==> config.mk <==
export PLATFORM = sky130hd
export DESIGN_NAME = spmv_csr_mac_engine
export DESIGN_NICKNAME = d
export VERILOG_FILES = /design/src/rtl/spmv_csr_mac_engine_pkg.sv /design/src/rtl/spmv_csr_mac_engine_mac.sv /design/src/rtl/spmv_csr_mac_engine.sv
export SDC_FILE = /design/constraint.sdc
export NUM_CORES = 1
export LEC_CHECK = 0
export BUFFER_PORTS_ARGS = -buffer_cell sky130_fd_sc_hd__buf_2
export CAP_MARGIN = 20
export CORE_AREA = 2 2 235 237
export CTS_CLUSTER_DIAMETER = 60
export DETAILED_ROUTE_END_ITERATION = 12
export DIE_AREA = 0 0 237 239
export PLACE_DENSITY = 0.65
export SLEW_MARGIN = 10
export SYNTH_ARGS = -nofsm -noshare
export SYNTH_HDL_FRONTEND = slang
export SYNTH_SLANG_ARGS = --single-unit
==> constraint.sdc <==
create_clock -name i_clk -period 5 [get_ports i_clk]
set_input_delay 1.25 -clock i_clk [delete_from_list [all_inputs] [get_ports i_clk]]
set_output_delay 1.25 -clock i_clk [all_outputs]
set_load 0.02 [all_outputs]
==> src/rtl/spmv_csr_mac_engine_pkg.sv <==
// Shared definitions for the row-serial CSR SpMV engine: state encodings,
// default widths and slicing helpers for the packed row_ptr / x buses.
package spmv_csr_mac_engine_pkg;

   localparam int N_ROWS_DEF = 16;
   localparam int DW_DEF     = 16;
   localparam int ACC_W_DEF  = 40;
   localparam int RP_W       = 8;
   localparam int COL_W      = 4;
   localparam int N_COLS     = 16;

   typedef enum logic [3:0] {
      S_IDLE  = 4'd0,
      S_LOAD  = 4'd1,
      S_MAC   = 4'd2,
      S_WRITE = 4'd3,
      S_DONE  = 4'd6
   } state_t;

   function automatic logic [RP_W-1:0] rp_entry(input logic [255:0] rp, input logic [4:0] idx);
      return rp[idx*RP_W +: RP_W];
   endfunction

   function automatic logic [DW_DEF-1:0] vec_elem(input logic [255:0] vec, input logic [3:0] idx);
      return vec[idx*DW_DEF +: DW_DEF];
   endfunction

endpackage

==> src/rtl/spmv_csr_mac_engine_mac.sv <==
// Signed multiply-accumulate: full-precision DW x DW product, sign-extended
// into a wrapping ACC_W accumulator with synchronous clear and enable.
module spmv_mac_unit
   import spmv_csr_mac_engine_pkg::*;
#(
   parameter int DW    = DW_DEF,
   parameter int ACC_W = ACC_W_DEF
) (
   input  logic                    i_clk,
   input  logic                    i_rstn,
   input  logic                    i_clr,
   input  logic                    i_en,
   input  logic signed [DW-1:0]    i_a,
   input  logic signed [DW-1:0]    i_b,
   output logic signed [ACC_W-1:0] o_acc
);

   logic signed [2*DW-1:0]  w_prod;
   logic signed [ACC_W-1:0] w_prod_ext;
   logic signed [ACC_W-1:0] r_acc;

   assign w_prod     = i_a * i_b;
   assign w_prod_ext = {{(ACC_W-2*DW){w_prod[2*DW-1]}}, w_prod};

   // Clear wins over enable; the controller never asserts both.
   always_ff @(posedge i_clk or negedge i_rstn) begin
      if (!i_rstn) begin
         r_acc <= '0;
      end else if (i_clr) begin
         r_acc <= '0;
      end else if (i_en) begin
         r_acc <= r_acc + w_prod_ext;
      end
   end

   assign o_acc = r_acc;

endmodule

==> src/rtl/spmv_csr_mac_engine.sv <==
// Row-serial CSR y = A*x engine: walks each row's nonzeros through the MAC
// unit and hands one accumulated result per row out over valid/ready.
module spmv_csr_mac_engine
   import spmv_csr_mac_engine_pkg::*;
#(
   parameter int N_ROWS = N_ROWS_DEF,
   parameter int DW     = DW_DEF,
   parameter int ACC_W  = ACC_W_DEF
) (
   input  logic                    i_clk,
   input  logic                    i_rstn,
   input  logic                    i_start,
   input  logic                    i_clear,
   input  logic [255:0]            i_row_ptr,
   input  logic [COL_W-1:0]        i_col_idx,
   input  logic signed [DW-1:0]    i_val,
   input  logic [255:0]            i_vec,
   output logic [7:0]              o_count,
   output logic                    o_y_valid,
   input  logic                    i_y_ready,
   output logic [3:0]              o_y_row,
   output logic signed [ACC_W-1:0] o_y_data,
   output logic [3:0]              o_state,
   output logic                    o_err,
   output logic                    o_done
);

   logic [RP_W-1:0]      w_rp [0:N_ROWS];
   logic signed [DW-1:0] w_x  [0:N_COLS-1];

   genvar gi;
   generate
      for (gi = 0; gi <= N_ROWS; gi++) begin : g_rp
         assign w_rp[gi] = rp_entry(i_row_ptr, 5'(gi));
      end
      for (gi = 0; gi < N_COLS; gi++) begin : g_vec
         assign w_x[gi] = vec_elem(i_vec, 4'(gi));
      end
   endgenerate

   state_t          r_state, w_state_nxt;
   logic [3:0]      r_row, w_row_nxt;
   logic [7:0]      r_count, w_count_nxt;
   logic [7:0]      r_end, w_end_nxt;
   logic            r_err, w_err_nxt;
   logic            w_acc_clr;
   logic            w_acc_en;
   logic [RP_W-1:0] w_start_ptr;
   logic [RP_W-1:0] w_end_ptr;
   logic signed [ACC_W-1:0] w_acc;

   assign w_start_ptr = w_rp[{1'b0, r_row}];
   assign w_end_ptr   = w_rp[{1'b0, r_row} + 5'd1];

   always_comb begin
      w_state_nxt = r_state;
      w_row_nxt   = r_row;
      w_count_nxt = r_count;
      w_end_nxt   = r_end;
      w_err_nxt   = r_err;
      w_acc_clr   = 1'b0;
      w_acc_en    = 1'b0;
      case (r_state)
         S_IDLE: begin
            w_row_nxt   = '0;
            w_count_nxt = '0;
            w_acc_clr   = 1'b1;
            if (i_start) begin
               w_err_nxt   = 1'b0;
               w_state_nxt = S_LOAD;
            end
         end
         S_LOAD: begin
            w_count_nxt = w_start_ptr;
            w_end_nxt   = w_end_ptr;
            w_acc_clr   = 1'b1;
            // A backwards pointer pair is flagged and the row is emitted as 0.
            if (w_end_ptr > w_start_ptr) begin
               w_state_nxt = S_MAC;
            end else begin
               w_state_nxt = S_WRITE;
               if (w_end_ptr < w_start_ptr) begin
                  w_err_nxt = 1'b1;
               end
            end
         end
         S_MAC: begin
            w_acc_en = 1'b1;
            if (r_count == r_end - 8'd1) begin
               w_state_nxt = S_WRITE;
            end else begin
               w_count_nxt = r_count + 8'd1;
            end
         end
         S_WRITE: begin
            if (i_y_ready) begin
               if (r_row == 4'(N_ROWS-1)) begin
                  w_state_nxt = S_DONE;
               end else begin
                  w_row_nxt   = r_row + 4'd1;
                  w_state_nxt = S_LOAD;
               end
            end
         end
         S_DONE: begin
            if (i_clear) begin
               w_state_nxt = S_IDLE;
            end
         end
         default: begin
            w_state_nxt = S_IDLE;
         end
      endcase
   end

   always_ff @(posedge i_clk or negedge i_rstn) begin
      if (!i_rstn) begin
         r_state <= S_IDLE;
         r_row   <= '0;
         r_count <= '0;
         r_end   <= '0;
         r_err   <= 1'b0;
      end else begin
         r_state <= w_state_nxt;
         r_row   <= w_row_nxt;
         r_count <= w_count_nxt;
         r_end   <= w_end_nxt;
         r_err   <= w_err_nxt;
      end
   end

   spmv_mac_unit #(
      .DW    (DW),
      .ACC_W (ACC_W)
   ) u_mac (
      .i_clk  (i_clk),
      .i_rstn (i_rstn),
      .i_clr  (w_acc_clr),
      .i_en   (w_acc_en),
      .i_a    (i_val),
      .i_b    (w_x[i_col_idx]),
      .o_acc  (w_acc)
   );

   assign o_count   = r_count;
   assign o_y_valid = (r_state == S_WRITE);
   assign o_y_row   = r_row;
   assign o_y_data  = w_acc;
   assign o_state   = r_state;
   assign o_err     = r_err;
   assign o_done    = (r_state == S_DONE);

endmodule

# After elaboration in Yosys (flattened, before gate mapping)
# Index checks and enable logic that the tools add are counted.
[word_totals]
latch_bits = 0
memories = 0
in_bits = 537
mem_bits_rw = 0
word_cells = 73
ff_bits = 65
mem_bits_ro = 0
[classes]
bitwise = 3
addsub = 5
eq_ne = 14
mul = 1
n_lt_le_gt_ge = 5
n_mux = 29
n_div = 0
reduce_logical = 10
shifts = 0
[ops]
columns = ["operator", "count"]
rows = [
  ["$bmux W8 S5", 2],
  ["$mux W40", 2],
  ["$bmux W16 S4", 1],
  ["$add A40 B32 Y40", 1],
  ["$mux W8", 5],
  ["$mul A16 B16 Y32", 1],
  ["$mux W16", 2],
  ["$mux W4", 6],
  ["$pmux W8 S3", 1],
  ["$pmux W4 S5", 1],
  ["$ne A2 B2 Y1 const B", 7],
  ["$ge A6 B6 Y1 const B", 2],
  ["$add A8 B1 Y8 const B", 1],
  ["$eq A4 B2 Y1 const B", 2],
  ["$eq A8 B8 Y1", 1],
  ["$gt A8 B8 Y1", 1],
  ["$lt A8 B8 Y1", 1],
  ["$pmux W4 S2", 1],
  ["$reduce_and A4 Y1", 2],
  ["$sub A8 B1 Y8 const B", 1],
  ["$mux W1", 6],
  ["$not A4 Y6", 1],
  ["$not A5 Y6", 1],
  ["$reduce_bool A2 Y1", 3],
  ["other kinds (15)", 15],
]

# Depth between registers and ports, before layout
[depth]
ltp_word = 9
mapped_depth = 28
ltp_nobuf = 26

# By module
# A second synthesis with hierarchy kept.
[hier_totals]
hier_cells = 1973
hier_area_um2 = 19751.4
[modules_own_cells]
columns = ["module", "seq_area_each_um2", "area_each_um2", "n_inst", "cells_per_inst"]
rows = [
  ["spmv_mac_unit", 1001.0, 14066.0, 1, 1521],
  ["spmv_csr_mac_engine", 600.6, 5685.5, 1, 452],
]

# Worst setup path before layout
# No wires, ideal clock.
[synth_timing]
path_kind = "input-to-reg"
from = "input port i_col_idx[0]"
to = "register u_mac.r_acc[38] (netlist: u_mac.o_acc[38])"
cell_stages = 26
path_buffers = 3
arrival_time_ns = 8.610
setup_ns = 0.126
path_slack_ns = -3.736
path_cell_list = "buf_2 > buf_2 > mux4_2 > mux4_2 > clkbuf_1 > nand2_1 > fa_1 > inv_1 > fa_1 > inv_1 > fa_1 > fa_1 > inv_1 > fa_1 > inv_1 > fa_1 > inv_1 > ha_1 > a21o_1 > a21o_1 > a21o_1 > or3_1 > nor3_2 > nor3_1 > or3_1 > a221o_1"
[synth_via]
elab_chain_cells = 8
[synth_lines]
columns = ["element", "line_no", "source"]
rows = [
  ["start, declared", "spmv_csr_mac_engine.sv:15", "input logic [COL_W-1:0] i_col_idx,"],
  ["$not A4 Y5 (not written as such)", "spmv_csr_mac_engine.sv:141", ".i_b (w_x[i_col_idx]),"],
  ["$bmux W16 S4", "spmv_csr_mac_engine.sv:141", ""],
  ["$mux W16 (not written as such) (2 in series)", "spmv_csr_mac_engine.sv:141", ""],
  ["$mul A16 B16 Y32", "spmv_csr_mac_engine_mac.sv:22", "assign w_prod = i_a * i_b;"],
  ["$add A40 B32 Y40", "spmv_csr_mac_engine_mac.sv:32", "r_acc <= r_acc + w_prod_ext;"],
  ["$mux W40", "spmv_csr_mac_engine_mac.sv:31", "end else if (i_en) begin"],
  ["$mux W40", "spmv_csr_mac_engine_mac.sv:29", "end else if (i_clr) begin"],
  ["end signal, assigned", "spmv_csr_mac_engine_mac.sv:32", ""],
  ["end, declared", "spmv_csr_mac_engine_mac.sv:20", "logic signed [ACC_W-1:0] r_acc;"],
]
# Every way passes these cells. The select of a mux whose other input is x is not followed.
# A chain may end at the register's enable or synchronous reset.

# Worst setup path after layout
[layout_timing]
from = "input port i_col_idx[0]"
to = "register u_mac.r_acc[36] (netlist: u_mac.o_acc[36])"
# Same word-level chain as after synthesis.

==> qor.csv <==
metric,value,unit
min_to,o_err,
critPathMaxFanout,7,
crit_path_start_kind,input port,
hold_class,register to register,
placed_cell_area,0.0247,mm2
finalSetupViolations,37,
grt_pass1_vias,19400,
fp.dieW,237,um
area_growth,34.3,%
core,0.0543,mm2
worst_slack,-3.02,ns
netlist_area,0.0195,mm2
ctsRootBufferMaster,clkbuf_16,
fin_worst_skew,0.0113,ns
reg2reg_from,u_mac.o_acc[15],
vias,17200,
crit_top_cell,fa_1,
viasPerCell,5.17,
critPathSlowestCell,mux4_2,
final.period_utilization,1.60,
yosysSeqAreaShare,0.0821,
wl,69.3,mm
tightest_slew,0.894,ns
clkTransAtPathRegs,0.06,ns
wire_per_inst,20.9,um
rsz0062_at_grt,true,
start_util,0.359,
routabilityCongestion,0.996,
grt_max_degree,42,
cap_violations,0,
layout.nets,3592,
hp-start,o_err,
syn_avg_cell_area,10.2,um2
ant_nets,0,
syn_nets,2911,
drive_above_1_share,0.442,
whs,0.505,ns
r2r-end,u_mac.o_acc[36],
min_path_cells,2,
violations,negative setup slack,
synthTopCellsByCount,"inv_1 (417), fa_1 (330), nand2_1 (194)",
drc_errors,0,
dieArea,0.0566,mm2
detailed_place_hpwl,58.6,mm
slowest_delay,0.67,ns
clock_latency,0.36,ns
synthCells,1918,
fmax,0.125,GHz
synth_top_area_share,0.339,
final_max_slew_viol_count,0,
synth.largest_area_cell,fa_1,
firstDrtPassIters,5,
grt_util_all_layers,0.253,
num_rows,86,
grt_overflow,0,
slew_headroom,0.404,
postLayoutCellArea,0.0262,mm2
synth-async-reset-ratio,1.00,
yosys-top-cells-area,"fa_1 (34%), mux4_2 (17%), dfrtp_1 (8.2%), ha_1 (8.1%), inv_1 (8.0%)",
drt_iter0_markers,835,
synth_most_common_cell,inv_1,
r2r_cells,20,
synth-edff-count,0,
cp-end-kind,register,
status,finished with violations,
worstPathArrival,8.23,ns
ys_warn_count,0,
worstSetupPathType,input port to register,
die_h,239,um
cts_tree,done,
r2r_slack,-0.30,ns
grt_first_pass_wirelength,109,mm
top_level_ports,596,
synthFlopType,dfrtp_1,
clk_path_buf_depth,2,
ctsHtreeMaxLevel,3,
crit_required,5.20,ns
timing.final.crit_period,8.02,ns
synth_cell_type_count,80,
clock_sinks,64,
antenna_found_initial,19,
port_buffers,474,
cts_made_buffers,9,
synth.ff_latch_count,64,
hold_violations,0,
==> repair_timing <==
item | in CTS | in global routing
endpoints found under the setup margin | 37 | 37
pin swaps | 59 | 26
gates cloned | 8 | 0
setup buffers | 39 | 7
hold buffers | 0 | 0
resized for setup | 130 | 39
==> state kept, by name, summed over array words and instances, names as in the netlist <==
register,count
u_mac.o_acc,40
r_end,8
o_state,3
o_count,8
o_err,1
o_y_row,4
==> cells by family after synthesis <==
kind of cell	Yosys count	share of synthesized area
buffers and inverters	509	0.101
AOI/OAI and AO/OA	195	0.0690
adders and majority gates	456	0.420
xor gates and xnor gates	46	0.0210
DFF	64	0.0821
and+or+nand+nor	480	0.124
muxes	167	0.183
other	1	0.000192
==> layout by cell type (no fill, tap or decap), types with 6 or more instances in the layout <==
cell       Yosys  routed
fa_2           0      22
buf_4          2     238
o21ai_1       10      22
a21oi_2        4      14
mux2_2        10      10
xnor2_1       29      22
nand2_2        0      19
and2_1       139     108
diode_2        0      11
or3_1          7       6
nor2b_1        6       6
nor3_1        12       8
o21ai_0       44      26
xor2_1        16      16
nor2_1        47      42
mux4_2       151     155
xnor2_2        1       8
and2_4         0      31
a21oi_1       43      26
a21o_1        14      14
nand2b_1       8       8
fa_1         330     308
inv_1        417     387
buf_12         0      17
nand3_1       26      24
nand4_1        7       7
nand2_1      194     173
a32o_1        10      10
ha_1         126     102
nand3b_1       9       9
buf_6          1      25
dfrtp_1       64      63
a22o_1        10      10
mux2i_1        6       6
buf_2         20     473
a21oi_4        0       7
clkbuf_16      0       9
ha_4           0      19
inv_2          1      30
==> final cells by class <==
type / instances / area (um2)
clock inverters: 2 / 12.5
clock buffers: 14 / 284
diodes: 11 / 27.5
fillers: 4999 / 28200
repair buffers: 757 / 4890
multi-input cells: 1349 / 16900
flip-flops and latches: 64 / 1610
well taps: 704 / 881
inverters: 418 / 1570
==> per-stage QoR <==
| step | util | TNS, ns | setup slack, ns | std cells |
|---|---|---|---|---|
| global placement | 0.454 | -103.15 | -3.54 | 3237 |
| floorplan | - | -79.11 | -3.08 | 1918 |
| detailed placement | 0.454 | -105.23 | -3.59 | 3237 |
| finish | 0.482 | -88.80 | -3.02 | 3319 |
| CTS | 0.477 | -86.40 | -2.98 | 3300 |
| global route | 0.482 | -94.92 | -3.21 | 3316 |
==> critical path: cells and delay by family <==
family / cells / cell delay [ns]
AO/OA/AOI/OAI: 3 / 0.57
buffers and inverters: 8 / 0.72
multiplexers: 2 / 1.27
AND/OR/NAND/NOR: 5 / 0.87
adder cells (fa/ha/maj): 7 / 3.34
XOR/XNOR: 1 / 0.18
==> per-layer routing <==
layer	vias up	global-route usage	wire [um]
met4	4	0.143	4270
met1	8597	0.277	25000
met3	190	0.0521	4700
met2	704	0.457	35300
met5	-	0	27
li1	7655	-	-
==> worst max-delay path by stage <==
stage	start	end	slack [ns]
2_1_floorplan	i_col_idx[0]	u_mac.o_acc[38]	-3.08
3_3_place_gp	i_col_idx[0]	u_mac.o_acc[38]	-3.54
3_5_place_dp	i_col_idx[0]	u_mac.o_acc[37]	-3.59
4_1_cts	i_col_idx[0]	u_mac.o_acc[38]	-2.98
5_1_grt	i_col_idx[0]	u_mac.o_acc[38]	-3.21
6_report	i_col_idx[0]	u_mac.o_acc[36]	-3.02
Power is not shown: default switching activity piles up to over one toggle a cycle in this logic, so the estimate is an artifact.
